File: src/rtl/alu_input_seq.sv
// alu_input_seq: button-stepped operand sequencer (A, B, opcode) and result latch for a 4-bit ALU.
// Latency: raw button edge to FSM step is 2 sync + DB_CYCLES debounce + 1 cycles; capture is 1 cycle after opcode load.
// Backpressure: none; presses arriving in S_CAP are dropped, i_clr overrides any press.
//
// Ports:
//   i_clk, i_rst_n            clock, asynchronous active-low reset
//   i_btn                     raw bouncy step button (active-high)
//   i_clr                     clean synchronous clear (active-high)
//   i_sw, i_sw_op             operand / opcode switches
//   i_result/i_carry/i_overflow  combinational ALU response to o_a/o_b/o_op
//   o_a, o_b, o_op            registered ALU inputs
//   o_res_q/o_carry_q/o_overflow_q  captured ALU response
//   o_valid                   one-cycle pulse when a capture lands
//   o_state                   FSM state for status LEDs
//
// Build option: ALU_SEQ_LIVE_EN -- when defined, S_SHOW tracks the opcode switches and
// re-registers the ALU response every cycle, pulsing o_valid whenever the result changes.
module alu_input_seq #(
  parameter int DB_CYCLES = 1000000,
  parameter int DB_CNT_W  = 20
) (
  input  logic       i_clk,
  input  logic       i_rst_n,
  input  logic       i_btn,
  input  logic       i_clr,
  input  logic [3:0] i_sw,
  input  logic [2:0] i_sw_op,
  input  logic [3:0] i_result,
  input  logic       i_carry,
  input  logic       i_overflow,
  output logic [3:0] o_a,
  output logic [3:0] o_b,
  output logic [2:0] o_op,
  output logic [3:0] o_res_q,
  output logic       o_carry_q,
  output logic       o_overflow_q,
  output logic       o_valid,
  output logic [2:0] o_state
);

  typedef enum logic [2:0] {
    S_A    = 3'd0,
    S_B    = 3'd1,
    S_OP   = 3'd2,
    S_CAP  = 3'd3,
    S_SHOW = 3'd4
  } state_t;

  localparam logic [DB_CNT_W-1:0] CNT_LAST = DB_CNT_W'(DB_CYCLES - 1);

  // ---------------- synchronizer + debouncer ----------------
  logic                sync1_q, sync2_q;
  logic                db_lvl_q, db_lvl_d;
  logic                db_lvl_dly_q;
  logic [DB_CNT_W-1:0] cnt_q, cnt_d;
  logic                press;

  always_comb begin
    db_lvl_d = db_lvl_q;
    cnt_d    = '0;
    if (sync2_q != db_lvl_q) begin
      if (cnt_q == CNT_LAST) begin
        db_lvl_d = sync2_q;
      end else begin
        cnt_d = cnt_q + DB_CNT_W'(1);
      end
    end
  end

  always_ff @(posedge i_clk or negedge i_rst_n) begin
    if (!i_rst_n) begin
      sync1_q      <= 1'b0;
      sync2_q      <= 1'b0;
      db_lvl_q     <= 1'b0;
      db_lvl_dly_q <= 1'b0;
      cnt_q        <= '0;
    end else begin
      sync1_q      <= i_btn;
      sync2_q      <= sync1_q;
      db_lvl_q     <= db_lvl_d;
      db_lvl_dly_q <= db_lvl_q;
      cnt_q        <= cnt_d;
    end
  end

  // Rising edge of the debounced level; release edges never step the FSM.
  assign press = db_lvl_q & ~db_lvl_dly_q;

  // ---------------- sequencer FSM and data registers ----------------
  state_t     state_q, state_d;
  logic [3:0] a_q, a_d;
  logic [3:0] b_q, b_d;
  logic [2:0] op_q, op_d;
  logic [3:0] res_q, res_d;
  logic       carry_q, carry_d;
  logic       ovf_q, ovf_d;
  logic       valid_q, valid_d;

  always_comb begin
    state_d = state_q;
    a_d     = a_q;
    b_d     = b_q;
    op_d    = op_q;
    res_d   = res_q;
    carry_d = carry_q;
    ovf_d   = ovf_q;
    valid_d = 1'b0;

    if (i_clr) begin
      // Clear wipes the datapath but leaves the debouncer alone.
      state_d = S_A;
      a_d     = '0;
      b_d     = '0;
      op_d    = '0;
      res_d   = '0;
      carry_d = 1'b0;
      ovf_d   = 1'b0;
    end else begin
      case (state_q)
        S_A: begin
          if (press) begin
            a_d     = i_sw;
            state_d = S_B;
          end
        end
        S_B: begin
          if (press) begin
            b_d     = i_sw;
            state_d = S_OP;
          end
        end
        S_OP: begin
          if (press) begin
            op_d    = i_sw_op;
            state_d = S_CAP;
          end
        end
        S_CAP: begin
          // ALU inputs settled during the previous cycle; press here is ignored.
          res_d   = i_result;
          carry_d = i_carry;
          ovf_d   = i_overflow;
          valid_d = 1'b1;
          state_d = S_SHOW;
        end
        S_SHOW: begin
`ifdef ALU_SEQ_LIVE_EN
          op_d    = i_sw_op;
          res_d   = i_result;
          carry_d = i_carry;
          ovf_d   = i_overflow;
          valid_d = (i_result != res_q);
`endif
          if (press) begin
            state_d = S_A;
          end
        end
        default: begin
          state_d = S_A;
        end
      endcase
    end
  end

  always_ff @(posedge i_clk or negedge i_rst_n) begin
    if (!i_rst_n) begin
      state_q <= S_A;
      a_q     <= '0;
      b_q     <= '0;
      op_q    <= '0;
      res_q   <= '0;
      carry_q <= 1'b0;
      ovf_q   <= 1'b0;
      valid_q <= 1'b0;
    end else begin
      state_q <= state_d;
      a_q     <= a_d;
      b_q     <= b_d;
      op_q    <= op_d;
      res_q   <= res_d;
      carry_q <= carry_d;
      ovf_q   <= ovf_d;
      valid_q <= valid_d;
    end
  end

  assign o_a          = a_q;
  assign o_b          = b_q;
  assign o_op         = op_q;
  assign o_res_q      = res_q;
  assign o_carry_q    = carry_q;
  assign o_overflow_q = ovf_q;
  assign o_valid      = valid_q;
  assign o_state      = state_q;

endmodule

File: config.mk
export PLATFORM = sky130hd
export DESIGN_NAME = alu_input_seq
export DESIGN_NICKNAME = d
export VERILOG_FILES = /design/src/rtl/alu_input_seq.sv
export SDC_FILE = /design/constraint.sdc
export NUM_CORES = 1
export LEC_CHECK = 0
export BUFFER_PORTS_ARGS = -buffer_cell sky130_fd_sc_hd__buf_4
export CAP_MARGIN = 20
export CORE_MARGIN = 5
export CORE_UTILIZATION = 50
export CTS_BUF_LIST = sky130_fd_sc_hd__clkbuf_4 sky130_fd_sc_hd__clkbuf_8 sky130_fd_sc_hd__clkbuf_16
export DETAILED_ROUTE_END_ITERATION = 10
export PLACE_DENSITY = 0.73
export SKIP_LAST_GASP = 1
export SLEW_MARGIN = 20
export SYNTH_ARGS = -nofsm -noshare
export SYNTH_HDL_FRONTEND = slang
export SYNTH_SLANG_ARGS = --single-unit
File: constraint.sdc
create_clock -name i_clk -period 5.3 [get_ports i_clk]
set_clock_uncertainty 0.05 [all_clocks]
set_input_delay 0.265 -clock i_clk [delete_from_list [all_inputs] [get_ports i_clk]]
set_output_delay 0.265 -clock i_clk [all_outputs]
set_load 0.05 [all_outputs]
; Word-level counts from Yosys, hierarchy flattened
; Index checks and enable logic that the tools add are counted.
[classes]
n_mux = 24
reduce_logical = 11
n_addsub = 1
bitwise = 2
eq_ne = 10
[ops]
columns = op, n
row1 = $mux W20, 2
row2 = $mux W4, 7
row3 = $mux W3, 8
row4 = $add A20 B1 Y20 const B, 1
row5 = $eq A20 B20 Y1 const B, 1
row6 = $pmux W3 S5, 1
row7 = $ne A3 B3 Y1 const B, 4
row8 = $reduce_bool A2 Y1, 5
row9 = $reduce_and A2 Y1, 4
row10 = $eq A3 B2 Y1 const B, 2
row11 = $mux W1, 6
row12 = $reduce_and A4 Y1, 1
row13 = $eq A3 B1 Y1 const B, 1
row14 = $eq A3 B3 Y1 const B, 1
row15 = $logic_not A3 Y1, 1
row16 = $and A1 B1 Y1, 1
row17 = $ne A1 B1 Y1, 1
row18 = $not A1 Y1, 1
[word_totals]
word_cells = 61
in_bits = 17
out_inout_bits = 21
reg_bits = 45

; Logic depth before layout (Yosys ltp)
[logic_depth]
word_depth = 5
depth_mapped = 6
ltp_nobuf = 5

; Worst setup path after synthesis
; OpenSTA, ideal clock, no wires.
[synth_timing]
path_kind = flip-flop to flip-flop
startpoint = reg state_q[1] (netlist: o_state[1])
endpoint = reg a_q[0] (netlist: o_a[0])
arrival_time_ns = 1.679
setup_time_ns = 0.132
t_required_ns = 5.118
n_path_buf = 0
path_stages_with_launch = 4
path_slack_ns = 3.439
cell_sequence = dfrtp_1 > nor4_1 > mux2i_1 > nor2_1
[synth_between]
elab_chain_cells = 3
[synth_rtl]
columns = element, line_no
row1 = start: declaration, 90  ; state_t state_q, state_d;
row2 = start signal: assignment, 176  ; state_q <= state_d;
row3 = $logic_not A3 Y1, 119  ; case (state_q)
row4 = $reduce_bool A2 Y1 (no line), -
row5 = $reduce_and A2 Y1 (no line), -
row6 = end signal: assignment, 168  ; a_q <= '0;
row7 = end signal: assignment, 177  ; a_q <= a_d;
row8 = end: declaration, 91  ; logic [3:0] a_q, a_d;
; Every way passes these cells.
; A chain may end at the register's enable or synchronous reset.

; Worst setup path after layout
[layout_timing]
startpoint = reg cnt_q[0]
endpoint = reg cnt_q[11]
[layout_between]
elab_chain_cells = 3
elab_cells_between_ends = 4
[layout_rtl]
columns = element, line_no
row1 = start: declaration, 55  ; logic [DB_CNT_W-1:0] cnt_q, cnt_d;
row2 = start signal: assignment, 82  ; cnt_q <= cnt_d;
row3 = $add A20 B1 Y20 / $eq A20 B20 Y1 (equally long branches), "65, 62"
row4 = $mux W20 (*), 62  ; if (cnt_q == CNT_LAST) begin
row5 = $mux W20 (*), 61  ; if (sync2_q != db_lvl_q) begin
row6 = net cnt_d[11], 55
; The timed path passes the listed nets; every way through them passes the cells marked *.

==> impl_metrics.json <==
{
  "grt_usage": 0.161,
  "synth_top_family_by_area": "simple AND/OR/NAND/NOR gates",
  "finalCriticalPeriod_ns": 2.07,
  "avgSynthCellArea_um2": 10.7,
  "netlist_area_um2": 2030,
  "yosysSeqAreaShare": 0.556,
  "clk_path_buf_depth": 2,
  "async_flop_share": 1.00,
  "numCtsBuffers": 5,
  "ys_warn_count": 0,
  "synthCells": 190,
  "hpwlAfterDp_um": 2780,
  "tightest_slew_ns": 1.01,
  "finalSetupTns_ns": 0,
  "core_um2": 3970,
  "die_y_um": 73.7,
  "path_clk_slew_ns": 0.08,
  "synth-xor-area-share": 0.0691,
  "switching_share": 0.194,
  "layout.nets": 246,
  "required_ns": 5.43,
  "path_buf_inv": 1,
  "dr.pass1.iters": 4,
  "diodes": 0,
  "synthTopCellsByCount": "dfrtp_1, nor2_1, mux2i_1, xnor2_1",
  "synth_top_area_frac": 0.556,
  "grt_antenna_before_repair": 0,
  "crit_path_start_kind": "flop",
  "yosysMostFrequentCell": "dfrtp_1",
  "pin_count": 38,
  "wl_um": 3820,
  "finalMaxSlewViolations": 0,
  "initial_utilization": 0.510,
  "rsz0062_at_grt": "no",
  "clock_insertion_delay_worst_skew_ns": 0.29,
  "numPortBuffers": 37,
  "leakage_nw": 1.23,
  "setup_viol_count_final": 0,
  "status": "finished, final reports clean",
  "drc": 0,
  "ys.flop_type": "dfrtp_1",
  "final_util": 0.624,
  "reg2reg_slack_ns": 3.23,
  "rr_worst_depth": 5,
  "ys_ff_latch": 45,
  "ant_nets": 0,
  "p_switching_w": 0.000124,
  "synth_enable_flop_cells": 0,
  "reg2reg_to": "cnt_q[11]",
  "synthMuxAreaShare": 0.0895,
  "cap_violations": 0,
  "power_frac_clock": 0.414,
  "clockRootBuffer": "clkbuf_8",
  "cts_tree": "done",
  "grt_max_degree": 46,
  "power_density_nw_per_um2": 258,
  "synth_compound_area_frac": 0.0259,
  "hp-start": "i_btn",
  "area_growth_pct": 22.3,
  "seq_power_share": 0.545,
  "worstPathCellList": "ha_1, nand2_1, o31ai_2, buf_4, nor2_1",
  "intPower_w": 0.000515,
  "path_class": "reg -> reg",
  "synth_fp_nets": 208,
  "cts-htree-levels": 2,
  "hold_path_class": "in -> reg",
  "dieArea_um2": 5430,
  "post_cts_buffers": 0,
  "min_path_cells": 1,
  "yosysUniqueCellTypes": 31,
  "combPwrFrac": 0.041,
  "period_share": 0.391,
  "hold_viol_final": 0,
  "slew_headroom": 0.322,
  "grt_pass1_wl_um": 6690,
  "timing.rr.start": "cnt_q[0]",
  "synth-simple-area-share": 0.233,
  "drive_gt1_frac": 0.245,
  "grt_pass1_vias": 1448,
  "vias": 1485,
  "path_delay_family": "compound AO/OA/AOI/OAI gates",
  "die_w_um": 73.7,
  "min_to": "sync1_q",
  "arrival_ns": 2.20,
  "yosys-top-cells-area": "dfrtp_1, mux2i_1, nor2_1",
  "synth_top_cell_by_area": "dfrtp_1",
  "critPathCaptureType": "flop",
  "slowest_stage": "o31ai_2",
  "synthAdderAreaFrac": 0.00617,
  "avgViaCountPerCell": 5.32,
  "max_stage_delay_ns": 0.66,
  "fmax_mhz": 483,
  "worst-path-max-fanout": 11,
  "post_drt_wl_per_cell_um": 13.7,
  "vdd_drop_max_v": 0.000232,
  "drt_iter0_markers": 83,
  "num_rows": 23,
  "clock-sinks": 45,
  "place_congestion": 0.880,
  "grt_overflow": 0
}
-- registers in the layout, indices dropped and copies added (netlist names) --
register,cells
o_carry_q,1
o_overflow_q,1
o_state,3
o_a,4
sync2_q,1
o_res_q,4
o_valid,1
sync1_q,1
o_op,3
cnt_q,20
o_b,4
db_lvl_q,1
db_lvl_dly_q,1
-- worst max-delay path by stage --
stage	startpoint	end	slack, ns	cells after the start
5_1_grt	cnt_q[0]	cnt_q[19]	3.06	5
4_1_cts	cnt_q[0]	cnt_q[11]	3.21	5
6_report	cnt_q[0]	cnt_q[11]	3.23	5
2_1_floorplan	o_state[1]	o_a[0]	3.44	3
3_5_place_dp	cnt_q[0]	cnt_q[17]	3.22	5
3_3_place_gp	cnt_q[2]	cnt_q[15]	3.31	5
-- worst register-to-register path, delay by kind of cell, from the launching register on --
kind            cells  cell delay, ns
compound gates      1            0.66
flops               1            0.41
fa+ha+maj           1            0.32
buf+inv             1            0.30
simple gates        2            0.22
-- metrics by stage --
step / worst slack, ns / instance area [µm²] / hold slack (ns) / std cells / total power, W
floorplan: 3.44 / 2030 / -0.0806 / 190 / 0.000363
global placement: 3.31 / 2350 / 0.240 / 270 / 0.000381
detailed placement: 3.22 / 2350 / 0.241 / 270 / 0.000381
CTS: 3.21 / 2480 / 0.0168 / 279 / 0.000650
global route: 3.06 / 2480 / 0.0121 / 279 / 0.000670
finish: 3.23 / 2480 / 0.0255 / 279 / 0.000639
-- power groups by stage --
stage | logic (W) | registers, W | clock network (W)
after floorplan | 0.00000773 | 0.000355 | 0
after global placement | 0.0000259 | 0.000355 | 0
after detailed placement | 0.0000262 | 0.000355 | 0
after CTS | 0.0000268 | 0.000348 | 0.000274
after global routing | 0.0000301 | 0.000349 | 0.000291
final | 0.0000259 | 0.000349 | 0.000265
-- per-layer routing --
layer | vias to the layer above | track usage | wire, µm
li1 | 738 | - | -
met1 | 702 | 0.198 | 1680
met2 | 37 | 0.261 | 1800
met3 | 8 | 0.0479 | 264
met4 | 0 | 0.0704 | 76
met5 | - | 0 | 0
-- final cells by class --
class	count	area [µm²]
timing repair buffer	39	295
tap	50	62.6
fill	333	1490
clock buffer	7	90.1
multi-input combinational	134	865
inverter	3	11.3
clock inverter	1	30.0
sequential	45	1130
-- kinds of logic after synthesis --
group	count (synthesis)
XOR/XNOR	16
adder cells (fa/ha/maj)	1
flip-flops	45
buffers and inverters	11
AND/OR/NAND/NOR	89
AO/OA/AOI/OAI	10
multiplexers	18
-- what timing repair did --
item / CTS / global route
hold endpoints to repair: 45 / 0
gates resized for setup: 0 / 0
hold buffers: 1 / 0
-- cell usage in the layout, fill, tap and decap left out --
master         synthesis  routed
nor2_1                38      38
or3_2                  1       1
nand3_1                7       7
ha_1                   1       1
nand2_1                7       7
nor4_1                 6       6
xor2_1                 7       7
and3_1                 3       3
nand2b_1               1       1
or4_4                  1       1
mux2i_1               17      17
nor4b_1                1       1
bufinv_16              0       1
nand4_1                5       5
o31ai_2                0       1
or2_2                  1       1
clkbuf_8               0       6
inv_1                  3       3
or3_1                  1       1
mux2_2                 1       1
or4b_2                 1       1
a21oi_1                6       6
clkbuf_4               0       1
dfrtp_1               45      45
and4_2                 1       1
nand4_4                1       1
or4_1                  1       1
and3_2                 1       1
o21ai_0                3       3
nand4b_1               3       3
xnor2_1                9       9
dlygate4sd3_1          0       1
buf_4                  0      38
nor3_1                 8       8
nand4_2                1       1
Power figures use the tool's default switching activity.
